<file path="src/rtl/note_pkg.sv">
// ---------------------------------------------------------------------------
// note_pkg
// Shared definitions for the monophonic note-priority allocator.
//   NOTE_W_DEFAULT : default note-number width (MIDI range, 128 keys)
//   mode_e         : run-time priority selection
//   state_e        : allocator FSM states
//   scan_dir_up    : which scan direction a given mode uses
// ---------------------------------------------------------------------------
package note_pkg;

  localparam int NOTE_W_DEFAULT = 7;

  // Priority modes. The reserved encoding behaves like MODE_HIGH.
  typedef enum logic [1:0] {
    MODE_HIGH = 2'd0,
    MODE_LOW  = 2'd1,
    MODE_LAST = 2'd2,
    MODE_RSVD = 2'd3
  } mode_e;

  typedef enum logic {
    IDLE = 1'b0,
    SCAN = 1'b1
  } state_e;

  // Only lowest-note priority walks the bitmap upward; highest, reserved
  // and the last-note fallback all look for the highest held key.
  function automatic logic scan_dir_up(input logic [1:0] m);
    return (m == MODE_LOW);
  endfunction

endpackage

</file>
<file path="src/rtl/note_scan_ptr.sv">
// ---------------------------------------------------------------------------
// note_scan_ptr
// Up/down pointer that walks the key bitmap one bit per cycle.
// Ports:
//   clk         : system clock, rising edge
//   rst         : asynchronous reset, active-low
//   load        : move to the start position for direction up_start
//   up_start    : direction to latch on load (1 = from 0 upward)
//   step        : advance one position in the latched direction
//   ptr         : current bitmap index under test
//   at_terminal : ptr is the last position for the latched direction
// ---------------------------------------------------------------------------
module note_scan_ptr
  import note_pkg::*;
#(
  parameter int NOTE_W = NOTE_W_DEFAULT
) (
  input  logic              clk,
  input  logic              rst,
  input  logic              load,
  input  logic              up_start,
  input  logic              step,
  output logic [NOTE_W-1:0] ptr,
  output logic              at_terminal
);

  logic up;

  // Direction is captured at load so a mode change during a scan cannot
  // flip the walk halfway; a restart reloads both position and direction.
  // Load wins over step so a restart always begins at the start position.
  always_ff @(posedge clk or negedge rst) begin
    if (!rst) begin
      ptr <= '0;
      up  <= 1'b0;
    end else if (load) begin
      up  <= up_start;
      ptr <= up_start ? '0 : '1;
    end else if (step) begin
      ptr <= up ? (ptr + NOTE_W'(1)) : (ptr - NOTE_W'(1));
    end
  end

  // The owner tests the terminal bit before stepping, so the pointer never
  // needs to wrap.
  assign at_terminal = up ? (ptr == '1) : (ptr == '0);

endmodule

</file>
<file path="src/rtl/note_mono_prio.sv">
// ---------------------------------------------------------------------------
// note_mono_prio
// Monophonic note-priority allocator. Tracks held keys from note_on/note_off
// events and selects one note plus a gate for the voice, with highest,
// lowest or last-pressed priority chosen at run time.
// Ports:
//   clk        : system clock, rising edge
//   rst        : asynchronous reset, active-low
//   note_on    : 1-cycle strobe, key `note` pressed
//   note_off   : 1-cycle strobe, key `note` released
//   note       : key number qualifying note_on/note_off
//   all_off    : 1-cycle strobe, release every key
//   mode       : 0 highest, 1 lowest, 2 last, 3 treated as highest
//   out_note   : selected note, held after the gate falls
//   out_gate   : 1 while a held key is selected
//   out_retrig : 1-cycle envelope retrigger, coincident with output update
//   busy       : 1 while the bitmap is being scanned
// ---------------------------------------------------------------------------
module note_mono_prio
  import note_pkg::*;
#(
  parameter int NOTE_W        = NOTE_W_DEFAULT,
  parameter bit RETRIG_LEGATO = 1'b1
) (
  input  logic              clk,
  input  logic              rst,
  input  logic              note_on,
  input  logic              note_off,
  input  logic [NOTE_W-1:0] note,
  input  logic              all_off,
  input  logic [1:0]        mode,
  output logic [NOTE_W-1:0] out_note,
  output logic              out_gate,
  output logic              out_retrig,
  output logic              busy
);

  localparam int KEYS = 2 ** NOTE_W;

  logic [KEYS-1:0]   keys;
  logic [KEYS-1:0]   keys_next;
  state_e            state;
  state_e            state_next;
  logic [1:0]        mode_q;
  logic [NOTE_W-1:0] note_next;
  logic              gate_next;

  logic [NOTE_W-1:0] ptr;
  logic              at_terminal;
  logic              ptr_load;
  logic              ptr_step;

  logic              mode_change;
  logic              is_last;
  logic              off_hits_out;
  logic              direct_sel;
  logic              scan_req;

  note_scan_ptr #(
    .NOTE_W (NOTE_W)
  ) u_scan_ptr (
    .clk         (clk),
    .rst         (rst),
    .load        (ptr_load),
    .up_start    (scan_dir_up(mode)),
    .step        (ptr_step),
    .ptr         (ptr),
    .at_terminal (at_terminal)
  );

  // Bitmap update. Only one event takes effect per cycle, so a note_on and
  // note_off for the same key in one cycle leaves the key held.
  always_comb begin
    keys_next = keys;
    if (all_off) begin
      keys_next = '0;
    end else if (note_on) begin
      keys_next[note] = 1'b1;
    end else if (note_off) begin
      keys_next[note] = 1'b0;
    end
  end

  // Event classification. In last-note mode a release only matters when it
  // removes the note currently sounding; the fallback scan then looks for
  // the highest remaining key.
  assign mode_change  = (mode != mode_q);
  assign is_last      = (mode == MODE_LAST);
  assign off_hits_out = (note == out_note) && out_gate;
  assign direct_sel   = note_on && is_last;
  assign scan_req     = mode_change
                      || (note_on && !is_last)
                      || (note_off && !note_on && (!is_last || off_hits_out));

  // Next-state and next-output selection. A scan always starts one cycle
  // after its trigger so it sees the bitmap including that event; any new
  // trigger mid-scan simply reloads the pointer and starts over.
  always_comb begin
    state_next = state;
    note_next  = out_note;
    gate_next  = out_gate;
    ptr_load   = 1'b0;
    ptr_step   = 1'b0;
    if (all_off) begin
      state_next = IDLE;
      gate_next  = 1'b0;
    end else if (direct_sel) begin
      state_next = IDLE;
      note_next  = note;
      gate_next  = 1'b1;
    end else if (scan_req) begin
      state_next = SCAN;
      ptr_load   = 1'b1;
    end else if (state == SCAN) begin
      if (keys[ptr]) begin
        state_next = IDLE;
        note_next  = ptr;
        gate_next  = 1'b1;
      end else if (at_terminal) begin
        state_next = IDLE;
        gate_next  = 1'b0;
      end else begin
        ptr_step = 1'b1;
      end
    end
  end

  // Registered state and outputs. The retrigger is derived from the same
  // next values that load out_note/out_gate, so it lands on the update edge;
  // a rescan that reselects the sounding note leaves it quiet.
  always_ff @(posedge clk or negedge rst) begin
    if (!rst) begin
      keys       <= '0;
      state      <= IDLE;
      mode_q     <= MODE_HIGH;
      out_note   <= '0;
      out_gate   <= 1'b0;
      out_retrig <= 1'b0;
    end else begin
      keys       <= keys_next;
      state      <= state_next;
      mode_q     <= mode;
      out_note   <= note_next;
      out_gate   <= gate_next;
      out_retrig <= gate_next
                 && (!out_gate || (RETRIG_LEGATO && (note_next != out_note)));
    end
  end

  assign busy = (state == SCAN);

endmodule
</file>
<file path="config.mk">
export PLATFORM = sky130hd
export DESIGN_NAME = note_mono_prio
export DESIGN_NICKNAME = d
export VERILOG_FILES = /design/src/rtl/note_pkg.sv /design/src/rtl/note_scan_ptr.sv /design/src/rtl/note_mono_prio.sv
export SDC_FILE = /design/constraint.sdc
export NUM_CORES = 1
export LEC_CHECK = 0
export CAP_MARGIN = 20
export CELL_PAD_IN_SITES_DETAIL_PLACEMENT = 1
export CELL_PAD_IN_SITES_GLOBAL_PLACEMENT = 1
export CORE_ASPECT_RATIO = 0.75
export CORE_MARGIN = 4
export CORE_UTILIZATION = 40
export CTS_BUF_LIST = sky130_fd_sc_hd__clkbuf_8
export CTS_CLUSTER_SIZE = 25
export DETAILED_ROUTE_END_ITERATION = 7
export PLACE_DENSITY = 0.65
export SYNTH_ARGS = -nofsm -noshare
export SYNTH_HDL_FRONTEND = slang
export SYNTH_HIERARCHICAL = 1
export SYNTH_SLANG_ARGS = --single-unit
</file>
<file path="constraint.sdc">
create_clock -name clk -period 10.1 [get_ports clk]
set_input_delay 1.01 -clock clk [delete_from_list [all_inputs] [get_ports clk]]
set_output_delay 1.01 -clock clk [all_outputs]
set_load 0.01 [all_outputs]
</file>
# ---- Word-level counts from Yosys, hierarchy flattened
# Index checks and enable logic that the tools add are counted.
dict set report op_classes {
  addsub 2
  magnitude_cmp 3
  eq_ne 6
  muxes 35
  n_bitwise 3
  reduce_logical 17
}
# op n
set op_table {}
lappend op_table {{$mux 128} 3}
lappend op_table {{$and 128x128->128} 1}
lappend op_table {{$not 128->128} 1}
lappend op_table {{$or 128x128->128} 1}
lappend op_table {{$mux 7} 9}
lappend op_table {{$mux 1} 21}
lappend op_table {{$lt 7x8->1 const B} 2}
lappend op_table {{$add 7x1->7 const B} 1}
lappend op_table {{$bmux 1 s7} 1}
lappend op_table {{$demux 1 s7} 1}
lappend op_table {{$eq 7x7->1} 1}
lappend op_table {{$eq 7x7->1 const B} 1}
lappend op_table {{$ge 7x1->1 const B} 1}
lappend op_table {{$logic_and 1x1->1} 7}
lappend op_table {{$logic_not 7->1} 1}
lappend op_table {{$ne 7x7->1} 1}
lappend op_table {{$sub 7x1->7 const B} 1}
lappend op_table {{$logic_or 1x1->1} 4}
lappend op_table {{$logic_not 1->1} 3}
lappend op_table {{$reduce_bool 3->1} 1}
lappend op_table {{$eq 2x1->1 const B} 1}
lappend op_table {{$eq 2x2->1 const B} 1}
lappend op_table {{$ne 2x2->1} 1}
lappend op_table {{$reduce_bool 2->1} 1}
dict set report totals {
  register_bits 148
  input_bits 14
  output_inout_bits 10
}

# ---- Logic depth before layout (Yosys ltp)
dict set report logic_depth {
  depth_word 11
  depth_mapped 15
  ltp_nobuf 11
}

# ---- Cells and area by module
# The synthesis kept the hierarchy.
# module instances cells_each area_per_inst_um2
set by_module_without_submodules {}
lappend by_module_without_submodules {note_mono_prio 1 836 7609.8}
lappend by_module_without_submodules {note_scan_ptr 1 60 591.8}

# ---- Least setup slack after synthesis
# No wires, ideal clock.
dict set report synth_timing {
  path_type {flip-flop to flip-flop}
  startpoint {register u_scan_ptr.ptr[0]}
  endpoint {register u_scan_ptr.ptr[4]}
  setup_ns 0.131
  t_arrival_ns 3.171
  required_ns 9.969
  path_slack_ns 6.798
  path_stages_with_launch 13
  n_path_buf 2
  period_less_slack_ns 3.302
  cell_sequence {dfrtp_1 > buf_6 > buf_12 > mux4_1 > mux2_2 > o22ai_2 > nor4_2 > a211oi_2 > nand4b_1 > nor2b_1 > inv_1 > nor4b_1 > nor3_1}
}
dict set report synth_between {
  elab_chain_len 9
  word_cells_on_any_way 17
}
# item line_no
set synth_lines {}
lappend synth_lines {{start, declared} note_scan_ptr.sv:23} ;# output logic [NOTE_W-1:0] ptr,
lappend synth_lines {{start signal, assigned} note_scan_ptr.sv:38} ;# ptr <= up_start ? '0 : '1;
lappend synth_lines {{start signal, assigned} note_scan_ptr.sv:40} ;# ptr <= up ? (ptr + NOTE_W'(1)) : (ptr - NOTE_W'(1));
lappend synth_lines {{parallel branches: the longest is 3 deep, another holds $bmux 1 s7} n/a}
lappend synth_lines {{$mux 1 *} note_mono_prio.sv:115} ;# if (keys[ptr]) begin
lappend synth_lines {{$mux 1 *} note_mono_prio.sv:114} ;# end else if (state == SCAN) begin
lappend synth_lines {{$mux 1 *} note_mono_prio.sv:111} ;# end else if (scan_req) begin
lappend synth_lines {{$mux 1 *} note_mono_prio.sv:107} ;# end else if (direct_sel) begin
lappend synth_lines {{$mux 1 *} note_mono_prio.sv:104} ;# if (all_off) begin
lappend synth_lines {{net ptr_step} note_mono_prio.sv:51} ;# logic ptr_step;
lappend synth_lines {{$reduce_bool 2->1 (no source line) *} n/a}
# Mark *: on every way through the listed nets, which the timed path passes. The select of a mux whose other input is x is not followed.
# A chain may end at the register's enable or synchronous reset.

# ---- Worst setup path in the final report
# Same ends and word-level chain as after synthesis.

==> summary.md <==
| Metric | Value |
|---|---|
| Status | complete, no violations |
| First-pass GRT wire length | 47,300 microns |
| Clock Tree Root | clkbuf_8 |
| PwrDens | 153 mW/mm^2 |
| Dpl hpwl | approximately 19,000 microns |
| Hold crit path type | in -> async |
| Port bufs | 23 |
| Share of the synthesized area in the top cell type | between 40% and 50% |
| Total global-route track usage | 26.9% |
| Worst R2R End | u_scan_ptr/ptr[4]$_DFFE_PN0P_ |
| Top_reg_cell synth | dfrtp_1 |
| Fmax | roughly 210 MHz |
| FF-to-FF setup slack | about 5400 ps |
| DIE WIDTH | between 150 and 200 microns |
| Gr ovfl total | 0 |
| Count leader, synth | nand2_1 |
| DRT iter0 DRCs | 570 |
| Antenna Violating Nets Remaining | 0 |
| Commonest cells in the netlist | nand2_1 (157), dfrtp_1 (148), a21oi_1 (136), o21ai_0 (130), clkbuf_1 (43) |
| Largest net degree at the start of global routing | around 110 |
| CTS tree | done |
| R2r startpoint | u_scan_ptr/ptr[0]$_DFFE_PN0P_ |
| Clock-pin slew on the worst setup and hold paths | around 100 ps |
| Fin nets | between 900 and 1,000 |
| Area Growth Syn to Fin | 10.3% |
| Number of global-route vias before repair | ~7,700 |
| Arr. time, crit path | a little over 5000 ps |
| Post-synthesis sequential area ratio | 45.2% |
| Initial antenna violation count | 1 |
| Overall routed net length | approximately 30,000 microns |
| Mapped Cells | approximately 900 |
| Slew Limit Headroom | between 20% and 30% |
| Hold Buf Count CTS | 0 |
| Initial Utilization | between 40% and 50% |
| Post_cts resized | 0 |
| Vias per Instance | 6.36 |
| CTS Buffer Depth | 2 |
| Critical path class | reg -> reg |
| Maximum vdd drop | slightly above 80 uV |
| CTS buffer count | 17 |
| Final antenna diode count | 0 |
| Final Setup Violations | 0 |
| I/O Pins | 24 |
| WL/cell | approximately 26 microns |
| R2R depth | 11 |
| Critical Path RT | around 10,000 ps |
| # Max-Cap Violations | 0 |
| Mapped Area | ~0.008 sq mm |
| Nature of the critical path endpoint | register |
| Die area | 0.0229 sq mm |
| Worst-Margin Slew | around 1200 ps |
| Clk Latency, worst-skew pair | just under 500 ps |
| Die height | 132 microns |
| Clock Sinks | 148 |
| Synth Area per Inst | slightly above 9 sq um |
| RSZ-0062 raised after global routing | false |
| Vias | ~7,500 |
| Startpoint Class | register |
| Share of layout cells above drive strength 1 | ~8.4% |
| Yosys top cell by area | dfrtp_1 |
| Syn. warnings | 6 |
| Post-synth EDFFs | 0 |
| Max-slew violations | 0 |
| Post-CTS Setup Repair Bufs | 0 |
| Maximum net fanout on the critical path | 34 |
| Tcrit/Tclk final | between 40% and 50% |
| Distinct cells, synth | 66 |
| Final setup TNS | 0 ps |
| Worst Clk Skew | about 21 ps |
| H-tree Lvls | 4 |
| GPL Wtd Cong | 0.839 |
| Synth Net Count | roughly 920 |
| Post-synthesis async set-or-reset flop share | 100% |
| Final Power | roughly 0.0014 W |
| Final hold vios | 0 |
| Synth area leaders | dfrtp_1 (45%), a21oi_1 (8.3%), o21ai_0 (7.9%) |
| Core area | approximately 0.020 sq mm |
| LEAKAGE | approximately 3.6 nW |
| Register bit total from synthesis | roughly 150 |
| Tmin final | roughly 4700 ps |
| Drt drc | 0 |
| Rows | 45 |
| DR pass1 iterations | 5 |
==> critical path, cell delays in order (launching register included) <==
cell,delay (ps)
dfrtp_2,780
buf_4,620
mux4_2,570
nor2b_1,170
a2111oi_4,370
nor4_2,120
a211oi_2,500
nand4b_1,190
nor2b_1,470
inv_1,260
nor4b_1,380
nor3_1,100
==> cell usage in the layout, fill, tap and decap left out, drive strengths merged, types with 5 or more instances in the layout <==
master and count:
a21oi 136, a22oi 15, and2 5, buf 19, clkbuf 17, clkdlybuf4s50 21, dfrtp 148, ha 5
inv 24, mux2i 27, mux4 20, nand2 157, nand2b 10, nand3 17, nand4 8, nor2 32
nor2b 18, nor3 10, nor4 6, o21ai 134, o22ai 7, or3 6, xnor2 9, xor2 7
==> area by class of cell <==
type | instances | area (sq um)
inverters | 14 | 52.6
repair buffers | 40 | 397
flip-flops and latches | 148 | 3700
clock buffers | 17 | 234
clock inverters | 15 | 155
well taps | 258 | 323
multi-input cells | 680 | 4180
fillers | 2299 | 11200
==> kinds of logic after synthesis <==
logic type / share of synthesized area (%)
fa+ha+maj: 1.01
xor+xnor: 1.71
mux: 9.75
compound gates: 22.8
simple gates: 15.6
flops: 45.2
buf+inv: 4.01
==> power by group <==
group | total [W] | switching, W | internal (W)
Sequential | 0.000647 | 0.0000396 | 0.000607
Clock | 0.000471 | 0.000286 | 0.000186
Combinational | 0.000262 | 0.000163 | 0.0000985
Total | 0.00138 | 0.000488 | 0.000891
==> how the worst max path moves through the flow <==
stage                                  start                             to
6_report       u_scan_ptr/ptr[0]$_DFFE_PN0P_  u_scan_ptr/ptr[4]$_DFFE_PN0P_
5_1_grt        u_scan_ptr/ptr[0]$_DFFE_PN0P_  u_scan_ptr/ptr[4]$_DFFE_PN0P_
4_1_cts        u_scan_ptr/ptr[0]$_DFFE_PN0P_  u_scan_ptr/ptr[4]$_DFFE_PN0P_
3_5_place_dp   u_scan_ptr/ptr[0]$_DFFE_PN0P_  u_scan_ptr/ptr[4]$_DFFE_PN0P_
3_3_place_gp   u_scan_ptr/ptr[0]$_DFFE_PN0P_  u_scan_ptr/ptr[4]$_DFFE_PN0P_
2_1_floorplan  u_scan_ptr/ptr[0]$_DFFE_PN0P_  u_scan_ptr/ptr[4]$_DFFE_PN0P_
==> flip-flops by register name (all words and copies together), names as in the netlist <==
name / flops
mode_q: 2
out_note: 7
out_retrig: 1
u_scan_ptr/up: 1
busy: 1
out_gate: 1
u_scan_ptr/ptr: 7
keys: 128
==> metrics by stage <==
stage | setup slack [ps] | cell area, sq um | utilization (%) | std cells | hold slack [ps]
global placement | 5580 | 8600 | 42.6 | 1138 | 519
finish | 5420 | 9040 | 44.7 | 1172 | 517
detailed placement | 5480 | 8600 | 42.6 | 1138 | 532
global route | 5070 | 9040 | 44.7 | 1172 | 565
CTS | 5460 | 8990 | 44.5 | 1170 | 547
floorplan | 6800 | 8200 | - | 896 | 506
==> per-layer routing <==
layer  wire [microns]  up-vias  track usage [%]
li1                 -     3247                -
met1            14000     3869             37.4
met2            14100      274             41.7
met3             1920       64             6.14
met4              815        0             8.95
met5                0        -                0
Power figures use the tool's default switching activity.
